File: src/rtl/fifo_pkg.sv
// Shared FIFO definitions: default geometry, output-buffer state type and
// wrap-aware pointer subtraction used by both the read and write sides.
package fifo_pkg;

  localparam int DATA_W_DEF = 8;
  localparam int ADDR_W_DEF = 8;

  typedef enum logic [1:0] {
    B0 = 2'd0,
    B1 = 2'd1,
    B2 = 2'd2
  } buf_state_e;

  // Pointers are ADDR_W+1 bits wide; callers zero-extend into 32 bits and
  // truncate the result back to ADDR_W+1 bits.
  function automatic logic [31:0] ptr_diff(input logic [31:0] a,
                                           input logic [31:0] b,
                                           input int          addr_w);
    logic [31:0] mask;
    mask = (32'd1 << (addr_w + 1)) - 32'd1;
    return (a - b) & mask;
  endfunction

endpackage

File: src/rtl/fifo_out_buf.sv
// Two-entry skid buffer between the RAM read port and the downstream
// valid/ready stream; reports its occupancy so the reader can budget credit.
//
//   state | meaning
//   B0    | empty, m_valid low
//   B1    | head holds one word
//   B2    | head and tail both hold words
module fifo_out_buf
  import fifo_pkg::*;
#(
  parameter int DATA_W = DATA_W_DEF
) (
  input  logic              clk,
  input  logic              rst_n,
  input  logic              wr_en_i,
  input  logic [DATA_W-1:0] wr_data_i,
  input  logic              m_ready_i,
  output logic [DATA_W-1:0] m_data_o,
  output logic              m_valid_o,
  output logic [1:0]        occupancy_o
);

  buf_state_e        state_q;
  logic [DATA_W-1:0] head_q;
  logic [DATA_W-1:0] tail_q;
  logic              valid_q;
  logic              pop;

  assign pop = valid_q && m_ready_i;

  always_ff @(posedge clk) begin
    if (!rst_n) begin
      state_q <= B0;
      head_q  <= '0;
      tail_q  <= '0;
      valid_q <= 1'b0;
    end else begin
      case (state_q)
        B0: begin
          if (wr_en_i) begin
            head_q  <= wr_data_i;
            state_q <= B1;
            valid_q <= 1'b1;
          end
        end
        B1: begin
          case ({wr_en_i, pop})
            2'b10: begin
              tail_q  <= wr_data_i;
              state_q <= B2;
            end
            2'b01: begin
              state_q <= B0;
              valid_q <= 1'b0;
            end
            2'b11: head_q <= wr_data_i;
            default: ;
          endcase
        end
        B2: begin
          // Credit forbids a capture here unless the head drains in the same cycle.
          if (pop) begin
            head_q <= tail_q;
            if (wr_en_i) begin
              tail_q <= wr_data_i;
            end else begin
              state_q <= B1;
            end
          end
        end
        default: begin
          state_q <= B0;
          valid_q <= 1'b0;
        end
      endcase
    end
  end

  always_comb begin
    occupancy_o = 2'd0;
    case (state_q)
      B1:      occupancy_o = 2'd1;
      B2:      occupancy_o = 2'd2;
      default: occupancy_o = 2'd0;
    endcase
  end

  assign m_data_o  = head_q;
  assign m_valid_o = valid_q;

endmodule

File: src/rtl/fifo_read_ctrl.sv
// Read-side FIFO controller: owns the read pointer, issues RAM reads under a
// two-word credit and streams words out. FIFO_RD_OVF_CHK_EN adds ovf_err.
module fifo_read_ctrl
  import fifo_pkg::*;
#(
  parameter int DATA_W = DATA_W_DEF,
  parameter int ADDR_W = ADDR_W_DEF
) (
  input  logic              clk,
  input  logic              rst_n,
  input  logic [ADDR_W:0]   w_ptr,
  output logic [ADDR_W-1:0] r_ptr,
  output logic              r_en,
  output logic              empty_flag,
  input  logic [DATA_W-1:0] ram_data,
  output logic [DATA_W-1:0] m_data,
  output logic              m_valid,
  input  logic              m_ready,
  output logic [ADDR_W:0]   level
`ifdef FIFO_RD_OVF_CHK_EN
  ,
  output logic              ovf_err
`endif
);

  localparam int PW = ADDR_W + 1;

  logic [ADDR_W:0] rd_ptr_q;
  logic [ADDR_W:0] rd_ptr_d;
  logic            inflight_q;
  logic [1:0]      occupancy;
  logic [1:0]      credit_used;

  assign empty_flag  = (w_ptr == rd_ptr_q);
  assign level       = PW'(ptr_diff(32'(w_ptr), 32'(rd_ptr_q), ADDR_W));
  assign credit_used = occupancy + {1'b0, inflight_q};
  assign r_en        = !empty_flag && (credit_used < 2'd2);
  assign r_ptr       = rd_ptr_q[ADDR_W-1:0];

  always_comb begin
    rd_ptr_d = rd_ptr_q;
    if (r_en) begin
      rd_ptr_d = rd_ptr_q + {{ADDR_W{1'b0}}, 1'b1};
    end
  end

  // Clearing inflight on reset drops any RAM word still returning.
  always_ff @(posedge clk) begin
    if (!rst_n) begin
      rd_ptr_q   <= '0;
      inflight_q <= 1'b0;
    end else begin
      rd_ptr_q   <= rd_ptr_d;
      inflight_q <= r_en;
    end
  end

  fifo_out_buf #(
    .DATA_W (DATA_W)
  ) u_out_buf (
    .clk         (clk),
    .rst_n       (rst_n),
    .wr_en_i     (inflight_q),
    .wr_data_i   (ram_data),
    .m_ready_i   (m_ready),
    .m_data_o    (m_data),
    .m_valid_o   (m_valid),
    .occupancy_o (occupancy)
  );

`ifdef FIFO_RD_OVF_CHK_EN
  logic ovf_q;

  always_ff @(posedge clk) begin
    if (!rst_n) begin
      ovf_q <= 1'b0;
    end else if (level > PW'(1 << ADDR_W)) begin
      ovf_q <= 1'b1;
    end
  end

  assign ovf_err = ovf_q;
`endif

endmodule

File: config.mk
export PLATFORM = sky130hd
export DESIGN_NAME = fifo_read_ctrl
export DESIGN_NICKNAME = d
export VERILOG_FILES = /design/src/rtl/fifo_pkg.sv /design/src/rtl/fifo_out_buf.sv /design/src/rtl/fifo_read_ctrl.sv
export SDC_FILE = /design/constraint.sdc
export NUM_CORES = 1
export LEC_CHECK = 0
export BUFFER_PORTS_ARGS = -buffer_cell sky130_fd_sc_hd__buf_2
export CORE_MARGIN = 8
export CORE_UTILIZATION = 50
export CTS_BUF_LIST = sky130_fd_sc_hd__clkbuf_8
export DETAILED_ROUTE_END_ITERATION = 8
export GPL_ROUTABILITY_DRIVEN = 0
export GPL_TIMING_DRIVEN = 1
export PLACE_DENSITY = 0.76
export SKIP_LAST_GASP = 1
export SLEW_MARGIN = 20
export SYNTH_ARGS = -nofsm -noshare
export SYNTH_HDL_FRONTEND = slang
export SYNTH_HIERARCHICAL = 1
export SYNTH_SLANG_ARGS = --single-unit
File: constraint.sdc
create_clock -name clk -period 2.4 [get_ports clk]
set_clock_uncertainty 0.1 [all_clocks]
set_input_delay 0.12 -clock clk [delete_from_list [all_inputs] [get_ports clk]]
set_output_delay 0.12 -clock clk [all_outputs]
set_load 0.1 [all_outputs]
; ---- Word-level counts from Yosys, hierarchy flattened
; Index checks and enable logic that the tools add are counted.
[totals]
output_inout_bits = 28
input_bits = 20
regBits = 29
[classes]
add_sub_neg = 3
order_cmp = 1
eq_ne = 14
mux = 16
n_reduce_logical = 10
bitwise_logic = 1
[op_table]
columns = cell, count
row1 = 8-bit two-way mux, 5
row2 = 8-bit case mux with 3 select lines, 1
row3 = 8-bit case mux with 2 select lines, 1
row4 = 2-bit != test (second input constant), 6
row5 = 4-bit AND reduction, 3
row6 = 9-bit by 1-bit adder with 9-bit output (second input constant), 1
row7 = 9-bit == test, 1
row8 = 9-bit subtractor, 1
row9 = 2-bit case mux with 2 select lines, 2
row10 = 2-bit == test (second input constant), 3
row11 = 2-bit two-way mux, 3
row12 = 2-bit case mux with 3 select lines, 1
row13 = 2-bit by 1-bit == test with 1-bit output (second input constant), 2
row14 = 3-bit != test (second input constant), 1
row15 = 1-bit case mux with 3 select lines, 1
row16 = 3-bit AND reduction, 1
row17 = 3-bit nonzero test, 1
row18 = 2-bit by 1-bit adder with 2-bit output, 1
row19 = 1-bit logical AND, 2
row20 = 2-bit zero test, 1
row21 = 2-bit less-than comparator (second input constant), 1
row22 = 1-bit two-way mux, 2
row23 = 2-bit by 1-bit != test with 1-bit output (second input constant), 1
row24 = 2-bit nonzero test, 1
row25 = 2 further kinds, 2

; ---- Longest topological paths before layout
[logic_depth]
depth_word = 5
depth_mapped = 7

; ---- Modules after synthesis
; Netlist, hierarchy kept.
[by_module_without_submodules]
columns = mod, cells_per_inst, instances, area_per_inst_um2
row1 = fifo_read_ctrl, 126, 1, 982.2
row2 = fifo_out_buf, 106, 1, 869.6

; ---- Least setup slack after synthesis
; No wires, ideal clock.
[synth_timing]
path_type = reg-to-output
from = register rd_ptr_q[4]
to = output empty_flag
arrival_time_ns = 3.870
required_time_ns = 2.180
path_slack_ns = -1.690
path_stages_with_launch = 5
path_cell_list = dfxtp_1 -> inv_1 -> ha_1 -> nand4_1 -> nor4_1
[synth_via]
elab_chain_cells = 1
[synth_rtl]
columns = element, line
row1 = start: declaration, fifo_read_ctrl.sv:28  ; logic [ADDR_W:0] rd_ptr_q;
row2 = start signal: assignment, fifo_read_ctrl.sv:53  ; rd_ptr_q <= rd_ptr_d;
row3 = 9-bit == test, fifo_read_ctrl.sv:34  ; assign empty_flag = (w_ptr == rd_ptr_q);
row4 = end: declaration, fifo_read_ctrl.sv:14  ; output logic empty_flag,
; No other way between the ends.

; ---- Final worst setup path
[layout_timing]
from = register rd_ptr_q[7]
to = output level[8]
[layout_via]
elab_chain_cells = 1
[layout_rtl]
columns = element, line
row1 = 9-bit subtractor, fifo_pkg.sv:21  ; return (a - b) & mask;
row2 = end: declaration, fifo_read_ctrl.sv:19  ; output logic [ADDR_W:0] level
; No other way between the ends.

==> impl_metrics.csv <==
group,metric,value,unit
worst_setup_path,cp-end-kind,"output pin",
power_and_ir_drop,p_per_area,864,nW/µm²
power_and_ir_drop,vdd_drop_max,405,µV
worst_setup_path,worst-path-stages,6,
worst_setup_path,cp.required,2.18,ns
drt,drc,0,
yosys,syn-num-nets,262,
timing,rsz0062_at_grt,"true",
global_routing,grt_max_degree,31,
job,cap_viol_max_count,0,
worst_setup_path,cpMaxStageDelayCell,"dfxtp_1",
worst_setup_path,critPathTopFamily,"compound AO/OA/AOI/OAI gates",
yosys,ys_types,49,
clock_network,cts_buffers,5,
yosys,ys_warn_count,6,
floorplanning,start_util,51.4,%
yosys,synthAdderAreaFrac,7.16,%
layout,diodes,0,
place,hpwl,3320,µm
global_routing,first_global_vias,1798,
yosys,synth_edf_count,0,
layout,nets,315,
layout,area_delta_synth_final,34.1,%
layout,design_area,2480,µm²
yosys,netlist.area_leader.share,31.4,%
worst_setup_path,worstPathMaxFanout,5,
worst_setup_path,crit_type,"flip-flop to output pin",
floorplanning,io_pins,48,
yosys,ys_ff_latch,29,
worst_setup_path,cpPeakStageDelay,0.37,ns
hold_path,hp-class,"input pin to flip-flop",
yosys,synth_top_family_by_area,"simple AND/OR/NAND/NOR gates",
drt,ant_nets,0,
worst_setup_path,cp-start-kind,"flip-flop",
global_routing,grt_pass1_wl,8110,µm
layout,drive_gt1_share,32.5,%
timing,finalCritPeriodShare,98.2,%
yosys,yosys.area.top_type,"dfxtp_1",
floorplanning,core,3610,µm²
timing,final_hold_viol_count,0,
hold_path,whs_path_depth,4,
power_and_ir_drop,leakage,1.05,nW
floorplanning,rows,22,
drt,routedWlPerCell,14.0,µm
yosys,syn_area,1850,µm²
clock_network,root_buffer,"clkbuf_8",
drt,finalWirelength,4670,µm
clock_network,cts_max_level,2,
drt,vias_per_cell,5.42,
clock_network,cts_sinks,29,
clock_network,cts_tree,"yes",
yosys,async_flop_share,0,%
yosys,avgSynthCellArea,7.98,µm²
worst_setup_path,path_cells,"inv_1 -> ha_1 -> and3_2 -> a2111oi_2 -> o211ai_1 -> buf_12",
place,io_buffers,47,
floorplanning,die-area,5910,µm²
yosys,ys_seq_area_share,31.4,%
status,status,"completed",
drt,vias,1810,
clock_network,clk_pin_slew,0.07,ns
global_routing,grt.overflow.total,0,
yosys,yosys-top-cells-area,"dfxtp_1 (31%), nand2_1 (11%), mux2i_1 (8.1%), ha_1 (6.1%), a311oi_1 (3.8%)",
worst_setup_path,worstPathArrival,2.14,ns
yosys,yosys.area_share.simple,28.6,%
yosys,yosys.area_share.xor_xnor,2.77,%
floorplanning,die_y,76.9,µm
yosys,synth_compound_area_share,13.4,%
timing,tightest_slew,0.499,ns
layout,utilization,68.8,%
yosys,synth_cells,232,
timing,fin_crit,2.36,ns
yosys,synth-main-ff-cell,"dfxtp_1",
place,dpl-instance-area,2220,µm²
timing,final-setup-viol-count,0,
clock_network,clock_latency,0.29,ns
timing,slew_viol_final,0,
worst_setup_path,rr_worst_depth,8,
drt,first_iter_violations,78,
global_routing,antenna_found_initial,0,
timing,slew_headroom,66.9,%
clock_network,clk_path_buf_depth,2,
timing,max_freq,424,MHz
yosys,synthMuxAreaShare,8.11,%
floorplanning,die_w,76.9,µm
global_routing,grt_usage,16.3,%
worst_setup_path,critPathBufInv,2,
drt,drtPass1Iterations,7,
timing,hold_ws,0.102,ns
-- where the power goes --
group	internal, W	switching, W
Combinational	0.000255	0.000780
Clock	0.000310	0.000210
Sequential	0.000536	0.0000530
Total	0.00110	0.00104
-- cells in the mapped netlist, types with 2 or more instances --
cell,n
nand2_1,53
nor2b_1,4
dfxtp_1,29
o21ai_0,3
ha_1,9
nand3b_1,4
clkbuf_1,3
buf_6,2
inv_1,13
mux2i_1,15
nor3_1,4
a21oi_1,9
buf_4,8
or3_2,2
xnor2_1,3
nor2_1,14
o21a_1,2
nor4_1,6
nand4b_1,2
nand2b_1,3
a21o_1,3
nand4_1,2
a311oi_1,8
nand3_1,6
-- logic make-up (layout without fill, tap and decap cells) --
group / count (synthesis) / in the layout
flops: 29 / 29
simple gates: 108 / 108
mux: 15 / 15
fa+ha+maj: 10 / 10
buf+inv: 30 / 84
compound gates: 35 / 35
xor+xnor: 5 / 5
-- stage by stage --
step / instances / worst slack, ns / total power, W / TNS, ns
3_5_place_dp: 316 / 0.240 / 0.00161 / 0
6_report: 334 / 0.0442 / 0.00214 / 0
5_1_grt: 334 / -0.101 / 0.00224 / -0.101
3_3_place_gp: 316 / 0.269 / 0.00159 / 0
2_1_floorplan: 232 / -0.507 / 0.00144 / -1.40
4_1_cts: 332 / -0.0289 / 0.00214 / -0.0289
-- cell usage in the layout, fill, tap and decap left out, types with 2 or more instances in the layout --
cell            n
nand2_1        53
buf_2          42
dfxtp_1        26
mux2i_1        15
nor2_1         12
inv_1          11
a21oi_1         8
dlygate4sd3_1   8
a311oi_1        8
nand3_1         6
buf_4           6
nor4_1          5
clkbuf_8        5
nand3b_1        4
nor3_1          4
ha_4            4
buf_12          4
inv_2           3
a21o_1          3
xnor2_2         3
nor2b_1         3
nand2b_1        3
o21ai_0         3
ha_1            3
dfxtp_2         3
nand4_1         2
xor2_2          2
nor4_2          2
or3_2           2
a21boi_1        2
o21a_1          2
ha_2            2
nand4b_1        2
-- registers in the layout, indices dropped and copies added (netlist names) --
register and flops:
u_out_buf/state_q 2, rd_ptr_q 9, u_out_buf/tail_q 8, inflight_q 1, u_out_buf/m_data_o 8, u_out_buf/m_valid_o 1
-- path summary, 6_finish.rpt --
| check | startpoint | slack, ns | endpoint |
|---|---|---|---|
| max | rd_ptr_q[7] | 0.04 | level[8] |
| max reg2reg | rd_ptr_q[5] | 0.24 | rd_ptr_q[8] |
| min | m_ready | 0.10 | u_out_buf/m_valid_o |
| min reg2reg | u_out_buf/tail_q[6] | 0.36 | u_out_buf/tail_q[6] |
-- cell type report --
type / instances / area (µm²)
multi-input combinational: 173 / 1240
fill: 284 / 1120
sequential: 29 / 584
timing repair buffer: 61 / 427
clock buffer: 5 / 68.8
tap: 48 / 60.1
inverter: 15 / 56.3
clock inverter: 3 / 46.3
-- what timing repair did --
item,4_1_cts,5_1_grt
buffers inserted,0,2
hold buffers,8,0
hold endpoints to repair,12,0
pin swaps,0,3
endpoints found under the setup margin,3,7
gates resized for setup,3,9
-- worst min-delay path, stage by stage --
cell	delay [ns]
buf_2	0.13
nand2b_1	0.06
nand3b_1	0.07
a21oi_1	0.06
-- routing by layer --
metal | routed length (µm) | GRT usage, % | vias to the layer above
met5 | 0 | 0 | -
met4 | 95 | 6.92 | 0
met3 | 234 | 4.90 | 11
met2 | 2240 | 26.9 | 39
met1 | 2100 | 19.0 | 848
li1 | - | - | 912
Power figures use the tool's default switching activity.
